$ cat config.mk
export PLATFORM = sky130hd
export DESIGN_NAME = step_pulse_sequencer
export DESIGN_NICKNAME = d
export VERILOG_FILES = /design/src/rtl/step_pulse_sequencer_pkg.sv /design/src/rtl/step_pulse_sequencer_period_divider.sv /design/src/rtl/step_pulse_sequencer.sv
export SDC_FILE = /design/constraint.sdc
export NUM_CORES = 1
export LEC_CHECK = 0
export BUFFER_PORTS_ARGS = -buffer_cell sky130_fd_sc_hd__buf_2
export CAP_MARGIN = 10
export CORE_MARGIN = 5
export CORE_UTILIZATION = 30
export CTS_BUF_LIST = sky130_fd_sc_hd__clkbuf_4 sky130_fd_sc_hd__clkbuf_8
export CTS_CLUSTER_DIAMETER = 120
export DETAILED_ROUTE_END_ITERATION = 16
export GPL_ROUTABILITY_DRIVEN = 0
export HOLD_SLACK_MARGIN = 0.02
export PLACE_DENSITY_LB_ADDON = 0.3
export SLEW_MARGIN = 20
export SYNTH_ARGS = -nofsm -noshare
export SYNTH_HDL_FRONTEND = slang
export SYNTH_SLANG_ARGS = --single-unit
$ cat constraint.sdc
create_clock -name clk_i -period 3.6 [get_ports clk_i]
set_clock_uncertainty 0.15 [all_clocks]
set_input_delay 1.08 -clock clk_i [delete_from_list [all_inputs] [get_ports clk_i]]
set_output_delay 1.08 -clock clk_i [all_outputs]
set_load 0.01 [all_outputs]
$ cat src/rtl/step_pulse_sequencer_pkg.sv
// Shared types and helpers for the step pulse sequencer.
// Default field widths match the top-level parameter defaults.
package step_pulse_sequencer_pkg;

  localparam int unsigned SPS_PERIOD_W = 16;
  localparam int unsigned SPS_COUNT_W  = 16;

  typedef enum logic [1:0] {
    IDLE = 2'd0,
    RUN  = 2'd1,
    DONE = 2'd2
  } seq_state_t;

  typedef struct packed {
    logic [SPS_PERIOD_W-1:0] period;
    logic [SPS_COUNT_W-1:0]  count;
  } cmd_t;

  function automatic int unsigned clog2(input int unsigned value);
    int unsigned result;
    result = 0;
    while ((32'd1 << result) < value) begin
      result = result + 1;
    end
    return result;
  endfunction

endpackage

$ cat src/rtl/step_pulse_sequencer_period_divider.sv
// Free-running period counter with a loadable modulus; counts 0..mod-1 and wraps.
// Loading also restarts the count at 0; wrap_o flags the last count while enabled.
module step_pulse_sequencer_period_divider #(
  parameter int unsigned W = 16
) (
  input  logic         clk_i,
  input  logic         rst_i,
  input  logic         load_i,
  input  logic [W-1:0] mod_i,
  input  logic         en_i,
  input  logic         clr_i,
  output logic [W-1:0] pc_o,
  output logic         wrap_o
);

  logic [W-1:0] pc_q, pc_d;
  logic [W-1:0] mod_q, mod_d;

  assign wrap_o = en_i && (pc_q == (mod_q - W'(1)));
  assign pc_o   = pc_q;

  always_comb begin
    pc_d  = pc_q;
    mod_d = mod_q;
    if (load_i) begin
      mod_d = mod_i;
      pc_d  = '0;
    end else if (clr_i) begin
      pc_d = '0;
    end else if (en_i) begin
      pc_d = wrap_o ? '0 : pc_q + W'(1);
    end
  end

  always_ff @(posedge clk_i or posedge rst_i) begin
    if (rst_i) begin
      pc_q  <= '0;
      mod_q <= '0;
    end else begin
      pc_q  <= pc_d;
      mod_q <= mod_d;
    end
  end

endmodule

$ cat src/rtl/step_pulse_sequencer.sv
// Command-driven step pulse train generator: count pulses, one every eff_period clocks.
// All outputs registered; a command is taken only in IDLE, abort ends a train after one edge.
module step_pulse_sequencer
  import step_pulse_sequencer_pkg::*;
#(
  parameter int unsigned PERIOD_W = SPS_PERIOD_W,
  parameter int unsigned COUNT_W  = SPS_COUNT_W,
  parameter int unsigned PULSE_W  = 2
) (
  input  logic                clk_i,
  input  logic                reset_i,
  input  logic                cmd_valid_i,
  output logic                cmd_ready_o,
  input  logic [PERIOD_W-1:0] cmd_period_i,
  input  logic [COUNT_W-1:0]  cmd_count_i,
  input  logic                abort_i,
  output logic                step_o,
  output logic                busy_o,
  output logic [COUNT_W-1:0]  pulses_left_o,
  output logic                done_o,
  output logic                aborted_o
);

  localparam logic [PERIOD_W-1:0] MIN_PERIOD = PERIOD_W'(PULSE_W + 1);

  seq_state_t state_q, state_d;
  logic step_q, step_d, busy_q, busy_d, ready_q, ready_d;
  logic done_q, done_d, aborted_q, aborted_d;
  logic [COUNT_W-1:0] pulses_q, pulses_d;

  logic                load, en, clr, wrap;
  logic [PERIOD_W-1:0] eff_period, pc;
  logic                step_next_run;

  // The period can never be shorter than the pulse plus one low clock.
  assign eff_period = (cmd_period_i < MIN_PERIOD) ? MIN_PERIOD : cmd_period_i;

  step_pulse_sequencer_period_divider #(.W(PERIOD_W)) u_div (
    .clk_i  (clk_i),
    .rst_i  (reset_i),
    .load_i (load),
    .mod_i  (eff_period),
    .en_i   (en),
    .clr_i  (clr),
    .pc_o   (pc),
    .wrap_o (wrap)
  );

  assign step_next_run = wrap || (({1'b0, pc} + 1'b1) < (PERIOD_W+1)'(PULSE_W));

  always_comb begin
    state_d   = state_q;
    step_d    = 1'b0;
    busy_d    = 1'b0;
    ready_d   = 1'b0;
    done_d    = 1'b0;
    aborted_d = 1'b0;
    pulses_d  = pulses_q;
    load      = 1'b0;
    en        = 1'b0;
    clr       = 1'b0;
    unique case (state_q)
      IDLE: begin
        ready_d = 1'b1;
        if (cmd_valid_i && ready_q) begin
          load    = 1'b1;
          ready_d = 1'b0;
          if (cmd_count_i == '0) begin
            state_d  = DONE;
            done_d   = 1'b1;
            pulses_d = '0;
          end else begin
            state_d  = RUN;
            busy_d   = 1'b1;
            step_d   = 1'b1;
            pulses_d = cmd_count_i - COUNT_W'(1);
          end
        end
      end
      RUN: begin
        en = 1'b1;
        if (abort_i) begin
          state_d   = DONE;
          done_d    = 1'b1;
          aborted_d = 1'b1;
        end else if (wrap && (pulses_q == '0)) begin
          state_d = DONE;
          done_d  = 1'b1;
        end else begin
          busy_d = 1'b1;
          step_d = step_next_run;
          if (wrap) begin
            pulses_d = pulses_q - COUNT_W'(1);
          end
        end
      end
      DONE: begin
        state_d  = IDLE;
        ready_d  = 1'b1;
        pulses_d = '0;
        clr      = 1'b1;
      end
      default: begin
        state_d = IDLE;
        ready_d = 1'b1;
      end
    endcase
  end

  always_ff @(posedge clk_i or posedge reset_i) begin
    if (reset_i) begin
      state_q   <= IDLE;
      step_q    <= 1'b0;
      busy_q    <= 1'b0;
      ready_q   <= 1'b1;
      done_q    <= 1'b0;
      aborted_q <= 1'b0;
      pulses_q  <= '0;
    end else begin
      state_q   <= state_d;
      step_q    <= step_d;
      busy_q    <= busy_d;
      ready_q   <= ready_d;
      done_q    <= done_d;
      aborted_q <= aborted_d;
      pulses_q  <= pulses_d;
    end
  end

  assign cmd_ready_o   = ready_q;
  assign step_o        = step_q;
  assign busy_o        = busy_q;
  assign done_o        = done_q;
  assign aborted_o     = aborted_q;
  assign pulses_left_o = pulses_q;

endmodule

## Yosys cells after proc, flatten, opt, wreduce, memory -nomap -nowiden

Index checks and enable logic that the tools add are counted.

| cells by class | value |
|---|---|
| $add $sub $neg | 5 |
| equality and inequality tests | 8 |
| $lt $le $gt $ge | 2 |
| mux-type cells | 37 |
| reduce and logical (&&, ||, !) cells | 11 |

Operator list:

| kind | number |
|---|---|
| $mux 16 | 10 |
| $pmux 16 s3 | 1 |
| $sub 16x1->16 const B | 3 |
| $logic_not 16->1 | 2 |
| $add 16x1->17 const B | 1 |
| $lt 17x2->1 const B | 1 |
| $mux 1 | 17 |
| $add 16x1->16 const B | 1 |
| $eq 16x16->1 | 1 |
| $lt 16x2->1 const B | 1 |
| $mux 2 | 4 |
| $pmux 1 s2 | 4 |
| $ne 2x2->1 const B | 3 |
| $reduce_bool 3->1 | 2 |
| $reduce_and 5->1 | 1 |
| $pmux 2 s2 | 1 |
| $logic_and 1x1->1 | 3 |
| $ne 3x3->1 const B | 1 |
| $eq 2x1->1 const B | 1 |
| $eq 2x2->1 const B | 1 |
| $logic_not 2->1 | 1 |
| $ne 2x1->1 const B | 1 |
| $reduce_and 2->1 | 1 |
| $logic_or 1x1->1 | 1 |

| storage, ports and cells | value |
|---|---|
| output and inout bits | 21 |
| logic and storage cells | 72 |
| bits in registers | 55 |

## Logic depth before layout (Yosys ltp)

| logic depth | value |
|---|---|
| depth in word-level cells | 7 |
| gate-level depth with buffers | 12 |
| gate-level depth less buffers | 10 |

## By module

Synthesis repeated with hierarchy kept, for this count alone.

| second synthesis, totals | value |
|---|---|
| cells, all modules | 480 |
| area, all modules | 3997.6 sq um |

Modules (own cells, without submodules):

| module | cells each | area each (sq um) | seq. area each (sq um) | times used |
|---|---|---|---|---|
| step_pulse_sequencer_period_divider | 220 | 2040.7 | 800.8 | 1 |
| step_pulse_sequencer | 260 | 1956.9 | 576.8 | 1 |

## Worst setup path before layout

Ideal clock, no wire load.

| path | value |
|---|---|
| path type | input to register |
| start | input port cmd_count_i[0] |
| end | register pulses_q[13] (netlist: pulses_left_o[13]) |
| arrival time | 2.841 ns |
| setup time | 0.121 ns |
| path slack | 0.488 ns |
| data required time | 3.329 ns |
| stages on the path | 11 |
| path buffers | 2 |
| path through | inv_1 ha_1 nand3_1 or3_1 clkbuf_1 nor2_1 nand2_1 nand2b_1 clkbuf_1 o32ai_1 a22o_1 |

| on the way | value |
|---|---|
| longest elaborated chain between the ends | 4 |
| elaborated cells between the ends (all ways) | 5 |
| those cells by class | add/sub: 1; mux: 3; reduce/logical: 1 |

RTL lines:

| item | line | RTL |
|---|---|---|
| start: declaration | step_pulse_sequencer.sv:15 | `input logic [COUNT_W-1:0] cmd_count_i,` |
| $sub 16x1->16 or $logic_not 16->1 (tied branches) | step_pulse_sequencer.sv:76, step_pulse_sequencer.sv:68 |  |
| $mux 16 (*) | step_pulse_sequencer.sv:68 | `if (cmd_count_i == '0) begin` |
| $mux 16 (*) | step_pulse_sequencer.sv:65 | `if (cmd_valid_i && ready_q) begin` |
| $pmux 16 s3 (*) | step_pulse_sequencer.sv:62 | `unique case (state_q)` |
| end signal: assignment | step_pulse_sequencer.sv:126 | `pulses_q <= pulses_d;` |
| end: declaration | step_pulse_sequencer.sv:29 | `logic [COUNT_W-1:0] pulses_q, pulses_d;` |

Every way passes the cells marked *; elsewhere a longest branch is shown, timed or not. The select of a mux whose other input is x is not followed.
A chain may end at the register's enable or synchronous reset.

## Final worst setup path

| path | value |
|---|---|
| start | register u_div.mod_q[0] |
| end | register pulses_q[9] (netlist: pulses_left_o[9]) |

| on the way | value |
|---|---|
| longest elaborated chain between the ends | 6 |
| elaborated cells between the ends (all ways) | 7 |
| those cells by class | add/sub: 1; eq/ne: 3; reduce/logical: 3 |

RTL lines:

| item | line | RTL |
|---|---|---|
| start: declaration | step_pulse_sequencer_period_divider.sv:17 | `logic [W-1:0] mod_q, mod_d;` |
| start signal: assignment | step_pulse_sequencer_period_divider.sv:41 | `mod_q <= mod_d;` |
| $sub 16x1->16 (*) | step_pulse_sequencer_period_divider.sv:19 | `assign wrap_o = en_i && (pc_q == (mod_q - W'(1)));` |
| $eq 16x16->1 (*) | step_pulse_sequencer_period_divider.sv:19 |  |
| $logic_and 1x1->1 (*) | step_pulse_sequencer_period_divider.sv:19 |  |
| $logic_and 1x1->1 | step_pulse_sequencer.sv:86 | `end else if (wrap && (pulses_q == '0)) begin` |
| $ne 2x2->1 (no line) | n/a |  |
| $reduce_and 5->1 (no line) (*) | n/a |  |

Every way passes the cells marked *; elsewhere a longest branch is shown, timed or not.

==> reports/results.txt <==
The flow ran to the end, and the final reports show no timing, DRC or antenna violations. The power spent charging and discharging nets was 0.00169 W. The tools report the max-slew violation count as 0.

Clock latency on the worst-skew pair, taken at its later pin, is 0.32 ns. The number of hold violations in the final report was 0. The initial antenna violation count was 0; the highest achievable clock rate was 0.292 GHz. After the last flow step, the layout net total stands at 588. The overall routing resource usage came out at 13.7%. Data on the critical path is required at its endpoint by 3.67 ns.

The area overhead of the layout relative to synthesis was 14.3%; the internal cell power was 0.00191 W. The number of max-cap violations is 0, and the final instance area is 0.00459 sq mm. The logs give 3670 for the via count of the first global-routing pass and 10.7 mm for the routed wire length. The number of synthesized register bits is 55, and the cell area reported after detailed placement is 0.00446 sq mm. The count of mapped cells out of synthesis is 501.

The count of buffer and inverter cells on the critical path is 2, and the fraction of power spent switching nets is 46.9%. The repair_antennas step left the layout with diodes totalling 0. The clock tree synthesis step divided the H-tree into 2 levels. The cell with the largest stage delay on the worst path was or4b_1.

For this run the aggregate overflow at the end of global routing stands at 0. Share of flip-flops with an asynchronous set or reset after synthesis: 100%. The number of flops mapped to enable cells by yosys was 0.

TritonCTS built the clock tree. Dividing the final minimum period by the clock period gives 95.3%. Averaged over all synthesized cells, the footprint is 8.02 sq um. Across the VDD grid, the largest voltage drop is 0.319 mV. Clock tree synthesis found a total of 55 sinks. The area share of and/or/nand/nor cells after synthesis is 31.0%, and the sum of negative setup slack is 0 ns.

The number of clock buffers added by TritonCTS is 5. In this run the post-CTS setup repair buffer count came out at 0. Setup violations remaining at the end of the flow were counted as 0. The layout has 1356 filler cells. In this run, placement finished with an instance count of 714. The logs give 0 for the number of buffers inserted for hold repair after clock tree synthesis and 12.5% for the share of total power in the clock network.

The worst min-delay path class is reg2reg. After detailed routing, no signal wire sits above met4. The sequential cell area was 0.00138 sq mm; the length in cells of the worst reg-to-reg path was 11.

The first global-routing pass estimated 18.1 mm of wire. For the HPWL after detailed placement, the log shows 7.95 mm. The run gives 3776 as the total via count after detailed routing. The clock transition time at the flip-flop clock pins of the worst setup and hold paths is 0.11 ns, and the setup slack of the worst register-to-register path is 0.17 ns.

By area, the combinational part of the netlist is dominated by simple AND/OR/NAND/NOR gates. The die covers 0.0158 sq mm. The fraction of the mapped netlist area in compound gates works out to 19.4%. Of the cells placed in the final design, the portion with a size suffix greater than 1 is 16.7%. The run gives 30.5% as the initial core utilization. Entering global routing, the biggest net connects 56 pins. The detailed router put a total of 4.89 mm of wire on met1. Counting distinct cell types in the post-synthesis netlist gives 65. After floorplanning, the core was divided into 42 placement rows.

Start-to-end type of the worst setup path: reg2reg. The tools report the post-detailed-route count of antenna-violating nets as 0. The cell area that synthesis handed to floorplanning was 0.00402 sq mm. The actual transition at the worst max-transition pin was 0.733 ns.

The placeable core region is 0.0132 sq mm, and the power density over cell area is 783 mW/mm^2. The synthesized netlist devotes 2.18% of its cell area to adder and majority cells. Wire segments on met2 add up to 5.22 mm in the final route.

The type of element capturing the critical path is a flop. The count of buffers added on input and output ports is 56. Detailed-route vias per instance: 5.23. The tools report the met3 routed wirelength as 463 microns.

The time the worst path needs with I/O delays and setup is 3.43 ns. Walking the worst path, the cells encountered are inv_1, ha_1, or4b_1, nor4b_4, mux2_2, mux2i_4, o2111ai_4, o21ai_4, buf_12, o21ai_1, a22o_1. The die width works out to 126 microns. Of the total power, combinational logic draws 51.3%. After Yosys synthesis, XOR and XNOR cells account for 6.98% of the synthesized area.

For this run, design rule violations remaining after detail routing come to 0. Number of cells on the critical path: 11. The highest fanout seen on the critical path was 31; the hold-critical path depth was 2. The first-iteration detailed-routing DRC count is 220. The family of cells with the greatest summed delay on the critical path was simple AND/OR/NAND/NOR gates. After synthesis, the share of cell area in mux cells is 1.37%. The tree is rooted in a clkbuf_8.

The register share of total power came out at 36.2%. On the worst path, the slowest cell contributes a delay of 0.61 ns. The run gives 722 as the number of standard cells in the layout, taps in and fillers out. The worst setup path is launched from a flop. Summing all multi-input logic gate instances after layout gives 0.00246 sq mm. Setup repair after global routing left no endpoint under its margin. The I/O pin count was 57; the buffer depth of the longest clock path was 2. The number of detailed-routing iterations run before antenna repair was 4. The run gives 34.3% as the sequential area share after synthesis.

The arrival time at the worst endpoint is 3.50 ns, and the total nets after synthesis is 544. From bottom edge to top edge, the die measures 126 microns. The analysis attributes to cell leakage a power of 1.93 nW. For this run, the leading register cell type out of synthesis is dfrtp_1. After detailed routing, the average wire length per cell comes to 14.8 microns. For the worst slew margin relative to its limit, the log shows 51.1%.

Yosys printed 0 warnings.
==> cell usage in the layout (no fill, tap or decap), types with 13 or more instances in the layout <==
cell type	instances
nand2_1	92
buf_2	56
dfrtp_1	54
nor2_1	42
nand3_1	21
a21oi_1	19
nor3_1	18
xor2_1	17
nor4_1	16
xnor2_1	15
o21ai_1	14
a22o_1	13
inv_1	13
==> worst paths after layout <==
check	from	endpoint
max in group asynchronous	reset_i	u_div.pc_o[9]$_DFFE_PP0P_
min	u_div.mod_q[15]$_DFFE_PP0P_	u_div.mod_q[15]$_DFFE_PP0P_
max reg2reg	u_div.mod_q[0]$_DFFE_PP0P_	pulses_left_o[9]$_DFFE_PP0P_
max	u_div.mod_q[0]$_DFFE_PP0P_	pulses_left_o[9]$_DFFE_PP0P_
min in group asynchronous	reset_i	done_o$_DFF_PP0_
min reg2reg	u_div.mod_q[15]$_DFFE_PP0P_	u_div.mod_q[15]$_DFFE_PP0P_
==> cell families after synthesis <==
kind of cell	count (synthesis)
simple gates	251
compound gates	109
flops	55
buf+inv	43
xor+xnor	32
fa+ha+maj	7
mux	4
==> worst register-to-register path, cell delays in order, from the launching register on <==
cell       delay [ns]
dfrtp_1          0.42
inv_1            0.09
ha_1             0.19
or4b_1           0.61
nor4b_4          0.32
mux2_2           0.40
mux2i_4          0.16
o2111ai_4        0.23
o21ai_4          0.24
buf_12           0.19
o21ai_1          0.09
a22o_1           0.23
==> power by group through the flow <==
stage | registers, W | clock network [W] | logic, W
final | 0.00130 | 0.000449 | 0.00185
after global routing | 0.00136 | 0.000493 | 0.00208
after CTS | 0.00130 | 0.000464 | 0.00186
after detailed placement | 0.00131 | 0 | 0.00185
after global placement | 0.00130 | 0 | 0.00181
after floorplan | 0.00116 | 0 | 0.00146
==> final cells by class <==
class | instances | area share, %
flip-flops and latches | 55 | 30.0
clock buffers | 6 | 1.80
inverters | 15 | 1.23
repair buffers | 65 | 7.85
clock inverters | 2 | 0.844
well taps | 176 | 4.79
multi-input cells | 403 | 53.5
==> metrics by stage <==
stage | util, % | hold WS [ns] | power (W) | setup slack, ns
4_1_cts | 34.8 | 0.413 | 0.00362 | 0.164
6_report | 34.8 | 0.396 | 0.00360 | 0.170
3_5_place_dp | 33.8 | 0.376 | 0.00316 | 0.183
5_1_grt | 34.8 | 0.438 | 0.00393 | 0.0109
2_1_floorplan | - | 0.316 | 0.00262 | 0.488
3_3_place_gp | 33.8 | 0.373 | 0.00311 | 0.271
==> sequential cells by signal (all words and copies together) (netlist names) <==
signal / flops
state_q: 2
u_div.mod_q: 16
cmd_ready_o: 1
u_div.pc_o: 16
busy_o: 1
pulses_left_o: 16
step_o: 1
aborted_o: 1
done_o: 1
==> timing repair <==
item	CTS	global route
hold endpoints to repair	0	0
endpoints found under the setup margin	0	6
resized for setup	0	2
==> synthesized netlist by cell type (3+ instances only) <==
| cell type | instances | area, sq um |
|---|---|---|
| a211oi_1 | 3 | 22.5 |
| dfrtp_1 | 54 | 1350 |
| a22o_1 | 13 | 114 |
| buf_6 | 3 | 33.8 |
| o221ai_1 | 5 | 43.8 |
| o21ai_0 | 11 | 55.1 |
| or2_2 | 3 | 18.8 |
| or4_1 | 4 | 30.0 |
| nor4_1 | 16 | 100 |
| inv_1 | 14 | 52.6 |
| nand2_1 | 92 | 345 |
| nand2b_1 | 7 | 43.8 |
| nand3_1 | 21 | 105 |
| and3_1 | 4 | 25.0 |
| o32ai_1 | 4 | 35.0 |
| nand3b_1 | 3 | 22.5 |
| a21oi_1 | 19 | 95.1 |
| o21ai_1 | 14 | 70.1 |
| ha_1 | 7 | 87.6 |
| nand4_1 | 5 | 31.3 |
| xor2_1 | 17 | 149 |
| o21a_1 | 5 | 37.5 |
| nor3b_1 | 3 | 22.5 |
| or3_1 | 9 | 56.3 |
| nor3_1 | 18 | 90.1 |
| xnor2_1 | 15 | 131 |
| a31oi_1 | 5 | 31.3 |
| nor2_1 | 42 | 158 |
| buf_2 | 3 | 15.0 |
| and2_1 | 6 | 37.5 |
| clkbuf_1 | 21 | 78.8 |
| o22ai_1 | 8 | 50.1 |
| nor2b_1 | 7 | 43.8 |
==> routing by layer <==
layer / track usage [%] / vias to the layer above
met3: 2.29 / 5
met2: 23.0 / 94
met1: 18.5 / 1794
met4: 3.00 / 0
li1: - / 1883
met5: 0 / -
(Power assumes the default switching activity.)
